[config.mk]
export PLATFORM = sky130hd
export DESIGN_NAME = fetch_stage_flat
export DESIGN_NICKNAME = d
export VERILOG_FILES = /design/src/rtl/fetch_stage_if.sv /design/src/rtl/fetch_stage.sv /design/src/flat_wrapper.sv
export SDC_FILE = /design/constraint.sdc
export NUM_CORES = 1
export LEC_CHECK = 0
export ABC_AREA = 1
export CORE_ASPECT_RATIO = 0.8
export CORE_MARGIN = 1
export CORE_UTILIZATION = 47
export CTS_CLUSTER_SIZE = 40
export DETAILED_ROUTE_END_ITERATION = 7
export GPL_ROUTABILITY_DRIVEN = 0
export HOLD_SLACK_MARGIN = 0.08
export PLACE_DENSITY = 0.82
export SYNTH_ARGS = -nofsm -noshare
export SYNTH_HDL_FRONTEND = slang
export SYNTH_SLANG_ARGS = --single-unit
[constraint.sdc]
create_clock -name Clk -period 3 [get_ports Clk]
set_clock_uncertainty 0.05 [all_clocks]
set_input_delay 0.6 -clock Clk [delete_from_list [all_inputs] [get_ports Clk]]
set_output_delay 0.6 -clock Clk [all_outputs]
set_load 0.005 [all_outputs]
[src/rtl/fetch_stage_if.sv]
// Bundles the fetch-stage control inputs, instruction-memory port and IF/ID outputs.
// The fetch stage uses the slave side; the control unit, memory or bench uses the master side.
interface fetch_stage_if;
    logic [1:0]  Pcsrc;
    logic [31:0] BranchAddr;
    logic [31:0] JumpAddr;
    logic        STALL;
    logic        Condep;
    logic [31:0] Inst;
    logic [31:0] Iaddr;
    logic [31:0] dInst;
    logic [31:0] dPC4;
    logic        dValid;
    logic [15:0] StallCnt;
    logic [15:0] FlushCnt;

    modport master (
        output Pcsrc, BranchAddr, JumpAddr, STALL, Condep, Inst,
        input  Iaddr, dInst, dPC4, dValid, StallCnt, FlushCnt
    );

    modport slave (
        input  Pcsrc, BranchAddr, JumpAddr, STALL, Condep, Inst,
        output Iaddr, dInst, dPC4, dValid, StallCnt, FlushCnt
    );
endinterface

[src/rtl/fetch_stage.sv]
// Instruction-fetch stage with the IF/ID pipeline register. Flush (Condep=0) beats
// stall (STALL=0). It also keeps saturating stall and flush event counters.
module fetch_stage #(
    parameter logic [31:0] RESET_PC = 32'h0000_0000,
    parameter logic [31:0] NOP_INST = 32'h0000_0000
) (
    input  logic         Clk,
    input  logic         Clrn,
    fetch_stage_if.slave fif
);

    logic [31:0] pc_q, pc_d;
    logic [31:0] dinst_q, dinst_d;
    logic [31:0] dpc4_q, dpc4_d;
    logic        dvalid_q, dvalid_d;
    logic [15:0] stall_cnt_q, stall_cnt_d;
    logic [15:0] flush_cnt_q, flush_cnt_d;
    logic [31:0] pc4;
    logic [31:0] npc;

    function automatic logic [15:0] sat_inc(input logic [15:0] v);
        return (v == 16'hFFFF) ? v : v + 16'd1;
    endfunction

    always_comb begin
        pc4 = pc_q + 32'd4;
        unique case (fif.Pcsrc)
            2'b10:   npc = fif.BranchAddr;
            2'b11:   npc = fif.JumpAddr;
            default: npc = pc4;
        endcase

        pc_d        = pc_q;
        dinst_d     = dinst_q;
        dpc4_d      = dpc4_q;
        dvalid_d    = dvalid_q;
        stall_cnt_d = stall_cnt_q;
        flush_cnt_d = flush_cnt_q;

        if (!fif.Condep) begin
            pc_d        = npc;
            dinst_d     = NOP_INST;
            dpc4_d      = pc4;
            dvalid_d    = 1'b0;
            flush_cnt_d = sat_inc(flush_cnt_q);
        end else if (!fif.STALL) begin
            // Load-use hold: the same PC is re-fetched once the stall drops.
            stall_cnt_d = sat_inc(stall_cnt_q);
        end else begin
            pc_d     = npc;
            dinst_d  = fif.Inst;
            dpc4_d   = pc4;
            dvalid_d = 1'b1;
        end
    end

    always_ff @(posedge Clk or negedge Clrn) begin
        if (!Clrn) begin
            pc_q        <= RESET_PC;
            dinst_q     <= NOP_INST;
            dpc4_q      <= 32'h0;
            dvalid_q    <= 1'b0;
            stall_cnt_q <= 16'h0;
            flush_cnt_q <= 16'h0;
        end else begin
            pc_q        <= pc_d;
            dinst_q     <= dinst_d;
            dpc4_q      <= dpc4_d;
            dvalid_q    <= dvalid_d;
            stall_cnt_q <= stall_cnt_d;
            flush_cnt_q <= flush_cnt_d;
        end
    end

    assign fif.Iaddr    = pc_q;
    assign fif.dInst    = dinst_q;
    assign fif.dPC4     = dpc4_q;
    assign fif.dValid   = dvalid_q;
    assign fif.StallCnt = stall_cnt_q;
    assign fif.FlushCnt = flush_cnt_q;

endmodule

[src/flat_wrapper.sv]
// flat-port wrapper written by rule: the top's interface ports become plain ports
module fetch_stage_flat 
#(
    parameter logic [31:0] RESET_PC = 32'h0000_0000,
    parameter logic [31:0] NOP_INST = 32'h0000_0000
)
  (Clk, Clrn, fif_Pcsrc, fif_BranchAddr, fif_JumpAddr, fif_STALL, fif_Condep, fif_Inst, fif_Iaddr, fif_dInst, fif_dPC4, fif_dValid, fif_StallCnt, fif_FlushCnt);
  fetch_stage_if fif_i ();
  input  logic Clk;
  input  logic Clrn;
  input wire logic [$bits(fif_i.Pcsrc)-1:0] fif_Pcsrc;
  input wire logic [$bits(fif_i.BranchAddr)-1:0] fif_BranchAddr;
  input wire logic [$bits(fif_i.JumpAddr)-1:0] fif_JumpAddr;
  input wire logic [$bits(fif_i.STALL)-1:0] fif_STALL;
  input wire logic [$bits(fif_i.Condep)-1:0] fif_Condep;
  input wire logic [$bits(fif_i.Inst)-1:0] fif_Inst;
  output wire logic [$bits(fif_i.Iaddr)-1:0] fif_Iaddr;
  output wire logic [$bits(fif_i.dInst)-1:0] fif_dInst;
  output wire logic [$bits(fif_i.dPC4)-1:0] fif_dPC4;
  output wire logic [$bits(fif_i.dValid)-1:0] fif_dValid;
  output wire logic [$bits(fif_i.StallCnt)-1:0] fif_StallCnt;
  output wire logic [$bits(fif_i.FlushCnt)-1:0] fif_FlushCnt;
  assign fif_i.Pcsrc = fif_Pcsrc;
  assign fif_i.BranchAddr = fif_BranchAddr;
  assign fif_i.JumpAddr = fif_JumpAddr;
  assign fif_i.STALL = fif_STALL;
  assign fif_i.Condep = fif_Condep;
  assign fif_i.Inst = fif_Inst;
  assign fif_Iaddr = fif_i.Iaddr;
  assign fif_dInst = fif_i.dInst;
  assign fif_dPC4 = fif_i.dPC4;
  assign fif_dValid = fif_i.dValid;
  assign fif_StallCnt = fif_i.StallCnt;
  assign fif_FlushCnt = fif_i.FlushCnt;
  fetch_stage #(.RESET_PC(RESET_PC), .NOP_INST(NOP_INST)) u_core (.Clk(Clk), .Clrn(Clrn), .fif(fif_i));
endmodule
==> key figures, run 1 <==
Finish
  – Most frequent cells in the layout: nand2_1, clkdlybuf4s50_1, dfrtp_1, nand3_1, nor2_1
  – Fin nets: approximately 1200
  – Most common cell after layout, fill and taps aside: nand2_1
  – Antenna diode instance count: 0
  – Area Growth Syn to Fin: 46.8%
  – Layout cell share with drive strength beyond 1: 7.25%
  – Finished Core Util: approximately 70%

Timing
  – Fin. max-slew vios: 0
  – Final Critical Period: approximately 2.1 ns
  – Fin crit share: between 70 and 80%
  – RSZ-0062 raised after global routing: false
  – Maximum clock rate: 466 MHz
  – Max_slew headroom: 65.3%
  – Final setup TNS: 0 ns
  – Worst slew pin tran: slightly above 0.5 ns
  – Setup Viol. Count Final: 0
  – Final Hold Viols: 0

Run status
  – Status: complete, no violations

Pwr
  – Int Power: 4.41 mW
  – PwrDens: approximately 620 nW/um2
  – Sequential power share: a little under two fifths
  – Switching share of power: around 28%
  – Gate power share: between 20 and 25%
  – NetSw: around 1.7 mW
  – Pleak: between 4 and 5 nW
  – Maximum vdd drop: around 0.50 mV
  – Pwr Total: 6.14 mW
  – Clock power frac: 39.4%

Clock network
  – Post_cts resized: 0
  – H-Tree Depth: 4
  – Clock Tree Buf Depth: 2
  – Clock transition at path regs: approximately 0.06 ns
  – Root buffer cell: clkbuf_16
  – Num CTS Buffers: 17
  – CTS tree: yes
  – Clk sink count: between 100 and 150
  – Insertion delay to the later sink of the worst-skew pair: between 0.4 and 0.5 ns

Job
  – MaxCap Viol Count: 0

Place
  – Post-DP HPWL: 14700 um
  – Port bufs: 230

Critical path
  – CP delay by family, top: buffers and inverters
  – Buf+Inv Stages, Crit Path: 1
  – Max incr delay on CP: approximately 0.58 ns
  – CP cell instances: clkdlybuf4s50_1
  – CP Capture Type: primary output
  – CP startpoint kind: flip-flop
  – WS Path Type: flip-flop to primary output
  – Critical Path RT: about 2.4 ns
  – Arr. time, crit path: 1.50 ns
  – Largest fanout on the critical path: 5
  – Critical path's slowest cell: clkdlybuf4s50_1

Route
  – Drc violations: 0
  – DRT iter0 DRCs: about 410
  – Pre-antenna DRT Iters: 5
  – WL/cell: 15.8 um
  – DR vias: 6647
  – Vias/cell: 5.18
  – DRT Wirelength: just over 20000 um
  – Antenna viol nets, final: 0

GRT
  – Total GRT Usage: around 29%
  – First-pass GRT wire length: between 30000 and 40000 um
  – Total grt overflow: 0
  – Largest net degree at the start of global routing: between 50 and 60
  – Initial antenna violation count: 1
  – Vias in the first global route: ~6500

Yosys
  – Mapped Area: around 6800 um2
  – Yosys top cell area share: a little under half
  – #FFs+latches synth: roughly 130
  – Area contributors post-synth: dfrtp_1, nand2_1, nand3_1
  – Ys Warns: 0
  – Asr flop ratio synth: between 90% and 100%
  – Synth Net Count: 971
  – Yosys cell types: 32
  – Syn_area_per_cell: about 8 um2
  – Post-synth EDFFs: 0
  – Synth Flop Type: dfrtp_1
  – Post-Synthesis Cells: 866
  – Post-synth top area cell: dfrtp_1
  – Part of the Yosys area used for sequential elements: between 40% and 50%

Die
  – Die X-Extent: 136 um
  – DIE AREA: between 10000 and 15000 um2
  – Core area: between 10000 and 15000 um2
  – Site row count: 38
  – Initial core utilization: approximately half
  – Die Y: about 110 um
  – I/O pin count: 231

Worst hold path
  – Tightest Hold Check Type: flip-flop to flip-flop
-- flip-flops by register name, summed over array words and instances (netlist names) --
name                 flops
u_core.fif.StallCnt     16
u_core.fif.dInst        32
u_core.fif.FlushCnt     16
u_core.fif.dPC4         32
u_core.fif.Iaddr        32
u_core.fif.dValid        1
-- worst paths after layout --
check                                                        start                             endpoint  slack [ns]  cells past startpoint
worst max register to register  u_core.fif.StallCnt[0]$_DFFE_PN0P_  u_core.fif.StallCnt[10]$_DFFE_PN0P_        0.90                     10
worst min-delay path              u_core.fif.dInst[21]$_DFFE_PN0N_     u_core.fif.dInst[21]$_DFFE_PN0N_        0.42                      2
worst min register to register    u_core.fif.dInst[21]$_DFFE_PN0N_     u_core.fif.dInst[21]$_DFFE_PN0N_        0.42                      2
min in group asynchronous                                     Clrn       u_core.fif.dPC4[3]$_DFFE_PN0N_        0.61                      2
max in group asynchronous                                     Clrn      u_core.fif.dPC4[30]$_DFFE_PN0N_        1.48                      3
worst max-delay path              u_core.fif.Iaddr[10]$_DFFE_PN0N_                        fif_Iaddr[10]        0.85                      1
-- cell type report --
cell class                      count  area, um2
Clock buffer                       20        457
Clock inverter                     12        229
Multi-Input combinational cell    635       3120
Fill cell                        1070       3890
Sequential cell                   129       3230
Timing Repair Buffer              245       2460
Tap cell                          180        225
Inverter                           62        233
-- worst reg2reg max path: stages, from the launching register on --
cell	delay (ns)
dfrtp_1	0.45
ha_1	0.25
nand3_2	0.14
nor2_2	0.19
nand2_2	0.11
nor2_4	0.13
nand2_2	0.07
nand2_2	0.19
inv_2	0.22
nand2_1	0.14
o21ai_2	0.06
-- routing by layer --
metal | share of wire [%] | GRT usage [%] | wire [um] | vias to the layer above
met4 | 2.6 | 10.8 | 519 | 0
met2 | 46 | 45.6 | 9310 | 260
met1 | 42 | 36.0 | 8620 | 3096
met5 | 0 | 0 | 0 | -
met3 | 9.1 | 9.50 | 1840 | 42
li1 | - | - | - | 3249
-- power by group through the flow --
| stage | logic, mW | registers (mW) | clock network [mW] |
|---|---|---|---|
| 2_1_floorplan | 0.577 | 2.28 | 0 |
| 3_3_place_gp | 1.40 | 2.31 | 0 |
| 3_5_place_dp | 1.43 | 2.31 | 0 |
| 4_1_cts | 1.44 | 2.29 | 2.45 |
| 5_1_grt | 1.59 | 2.33 | 2.53 |
| 6_report | 1.43 | 2.29 | 2.42 |
-- kinds of logic after synthesis --
| family | Yosys count | synth area share, % |
|---|---|---|
| AND/OR/NAND/NOR | 500 | 31.3 |
| flip-flops | 129 | 47.6 |
| buffers and inverters | 102 | 6.44 |
| AO/OA/AOI/OAI | 92 | 8.83 |
| XOR/XNOR | 36 | 4.65 |
| multiplexers | 4 | 0.591 |
| adder cells (fa/ha/maj) | 3 | 0.554 |
-- cells in the mapped netlist (2+ instances only) --
cell type / n
a41oi_1: 2
and2_1: 2
o21ai_0: 19
a31oi_1: 5
nor2_1: 76
mux2i_1: 4
xnor2_1: 7
a221oi_1: 13
buf_1: 2
nor3_1: 11
xor2_1: 29
clkbuf_1: 13
nand4_1: 7
nor3_2: 2
inv_1: 56
buf_4: 4
inv_2: 6
o21ai_2: 6
nor2_2: 7
buf_2: 19
dfrtp_1: 129
a22o_1: 14
nor2_4: 6
o21ai_1: 6
nand2_1: 299
buf_6: 2
nand2_2: 6
nand3_1: 80
ha_1: 3
nand3b_1: 3
a21oi_1: 27
-- stage by stage --
step | instance area, um2 | hold slack, ns | cells | setup slack (ns)
final | 9940 | 0.420 | 1283 | 0.855
after global routing | 9940 | 0.441 | 1283 | 0.725
after CTS | 9940 | 0.422 | 1283 | 0.870
after detailed placement | 9250 | 0.407 | 1250 | 0.693
after global placement | 9250 | 0.403 | 1250 | 0.765
after floorplan | 6780 | 0.254 | 866 | 1.33
-- what timing repair did --
| action | CTS | global route |
|---|---|---|
| endpoints found under the hold margin | 42 | 0 |
| setup endpoints to repair | 0 | 0 |
| setup buffers | 0 | 0 |
| hold buffers | 1 | 0 |
Note: power is estimated with default switching activity, not from simulation.
==> run 2, diff against run 1 <==
- CORE_UTILIZATION: 47 -> 46
- PLACE_DENSITY: 0.82 -> 0.81
- clock period: 3 -> 2.2 ns (I/O delays scaled with it)
==> key figures, run 2 (same netlist as run 1, synthesis figures left out) <==
Worst hold path
  – Hold path cells: 2
  – Tightest Hold Check Type: flip-flop to flip-flop
  – Worst hold start: u_core.fif.dInst[21]$_DFFE_PN0N_

Route
  – DRT Wirelength: approximately 20000 um
  – DRT iter0 DRCs: just under 400
  – WL/cell: about 15 um
  – Drc violations: 0
  – Antenna viol nets, final: 0
  – Pre-antenna DRT Iters: 5
  – DR vias: 6609
  – Vias/cell: 5.10

Clock network
  – Insertion delay to the later sink of the worst-skew pair: 0.42 ns
  – H-Tree Depth: 4
  – Clock transition at path regs: roughly 0.05 ns
  – Num CTS Buffers: 17
  – Clk sink count: 129
  – Clock Tree Buf Depth: 2
  – Post-CTS Setup Inserts: 0
  – CTS tree: yes
  – Root buffer cell: clkbuf_16

Critical path
  – Critical path's slowest cell: dfrtp_1
  – Critical Path RT: between 2 and 2.5 ns
  – CP most frequent cell: nand2_2
  – Max incr delay on CP: 0.45 ns
  – CP Capture Type: flip-flop
  – WS Path Type: flip-flop to flip-flop
  – Critical Path Source: u_core.fif.StallCnt[0]$_DFFE_PN0P_
  – Reg-to-reg startpoint: u_core.fif.StallCnt[0]$_DFFE_PN0P_
  – Arr. time, crit path: between 2 and 2.5 ns
  – CP startpoint kind: flip-flop
  – CP cell instances: ha_1, nand3_2, nor2_2, nand2_2, nor2_4, nand2_2, nand2_4, inv_2, buf_12, nand3_1, nand2_1
  – Largest fanout on the critical path: 20
  – R2r worst-path depth: 11

Die
  – Die Y: between 100 and 150 um
  – Core area: ~14000 um2
  – Initial core utilization: a little under half
  – DIE AREA: 15200 um2
  – I/O pin count: 231
  – Die X-Extent: approximately 140 um
  – Site row count: 39

Place
  – Post-DP HPWL: about 15000 um
  – Pre-CTS setup slack: around 0.15 ns
  – DP Cell Count: between 1000 and 1500
  – Port bufs: 230

Timing
  – RSZ-0062 raised after global routing: false
  – Max_slew headroom: about two thirds
  – Worst slew pin tran: ~0.48 ns
  – Fin. max-slew vios: 0
  – Final Hold Viols: 0
  – Maximum clock rate: 507 MHz
  – Setup ws final: roughly 0.23 ns
  – Final setup TNS: 0 ns
  – Final Critical Period: just under 2 ns
  – Setup Viol. Count Final: 0
  – Fin crit share: between 80% and 90%

Finish
  – Area Growth Syn to Fin: 46.4%
  – Cell Count, Final, Fillers Out: about 1300
  – Most frequent cells in the layout: nand2_1, clkdlybuf4s50_1, dfrtp_1, nand3_1, nor2_1
  – Most common cell after layout, fill and taps aside: nand2_1
  – Fin nets: ~1200
  – Layout cell share with drive strength beyond 1: under 10%

GRT
  – Met1 Use GR: between 30% and 40%
  – First-pass GRT wire length: 32000 um
  – Total GRT Usage: between 20% and 30%
  – Vias in the first global route: 6350
  – Initial antenna violation count: 0
  – Largest net degree at the start of global routing: 49
  – M2 GR Usage: between 40% and 50%
  – Global route hottest layer: met2
  – Total grt overflow: 0
  – GRT met3 Usage: around a tenth

Pwr
  – PwrDens: between 700 and 800 nW/um2
  – Pleak: about 4.6 nW
  – Maximum vdd drop: between 0.6 and 0.7 mV

Job
  – MaxCap Viol Count: 0

Run status
  – Status: complete, no violations
-- run 2: changes by cell type in the layout (fill, tap and decap cells not counted), sizes merged, moves of 2 or more --
cell	change
clkinvlp	-2
buf	+10
clkbuf	+2
clkinv	+3
bufinv	-5
-- run 2: path summary, 6_finish.rpt --
check,to,slack (ns)
max in group asynchronous,u_core.fif.Iaddr[27]$_DFFE_PN0N_,0.93
setup reg to reg,u_core.fif.StallCnt[3]$_DFFE_PN0P_,0.23
hold reg to reg,u_core.fif.dInst[21]$_DFFE_PN0N_,0.42
hold / removal,u_core.fif.dInst[21]$_DFFE_PN0N_,0.42
setup / recovery,u_core.fif.StallCnt[3]$_DFFE_PN0P_,0.23
min in group asynchronous,u_core.fif.dPC4[4]$_DFFE_PN0N_,0.47
-- run 2: final cells by class --
class,count,area [um2]
fillers,1149,4420
flip-flops and latches,129,3230
multi-input cells,635,3120
repair buffers,255,2580
clock buffers,22,464
inverters,62,233
well taps,184,230
clock inverters,7,62.6
diodes,1,2.50
-- run 2: stage by stage --
| step | area [um2] | total power, mW | hold WS [ns] | util (%) |
|---|---|---|---|---|
| global placement | 9380 | 5.09 | 0.346 | 65.4 |
| floorplan | 6780 | 3.89 | 0.0944 | - |
| finish | 9920 | 7.69 | 0.418 | 69.2 |
| CTS | 9920 | 7.74 | 0.422 | 69.1 |
| detailed placement | 9380 | 5.14 | 0.345 | 65.4 |
| global route | 9920 | 8.11 | 0.444 | 69.2 |
-- run 2: power by group --
group,switching [mW],internal [mW]
combinational,0.867,1.12
sequential,0.400,2.73
clock,0.991,1.58
-- run 2: repair_timing --
| item | 4_1_cts | 5_1_grt |
|---|---|---|
| resized for setup | 0 | 1 |
| setup endpoints to repair | 0 | 1 |
| hold endpoints to repair | 42 | 0 |
| hold buffers | 1 | 0 |
-- run 2: layer usage --
layer	share of wire [%]	up-vias
li1	-	3277
met1	42	3034
met2	47	266
met3	9.7	32
met4	1.5	0
met5	0	-
-- run 2: critical path: cells and delay by family (launching register included) --
kind / cells / cell delay [ns]
buf+inv: 2 / 0.21
simple gates: 8 / 0.91
flops: 1 / 0.45
fa+ha+maj: 1 / 0.23
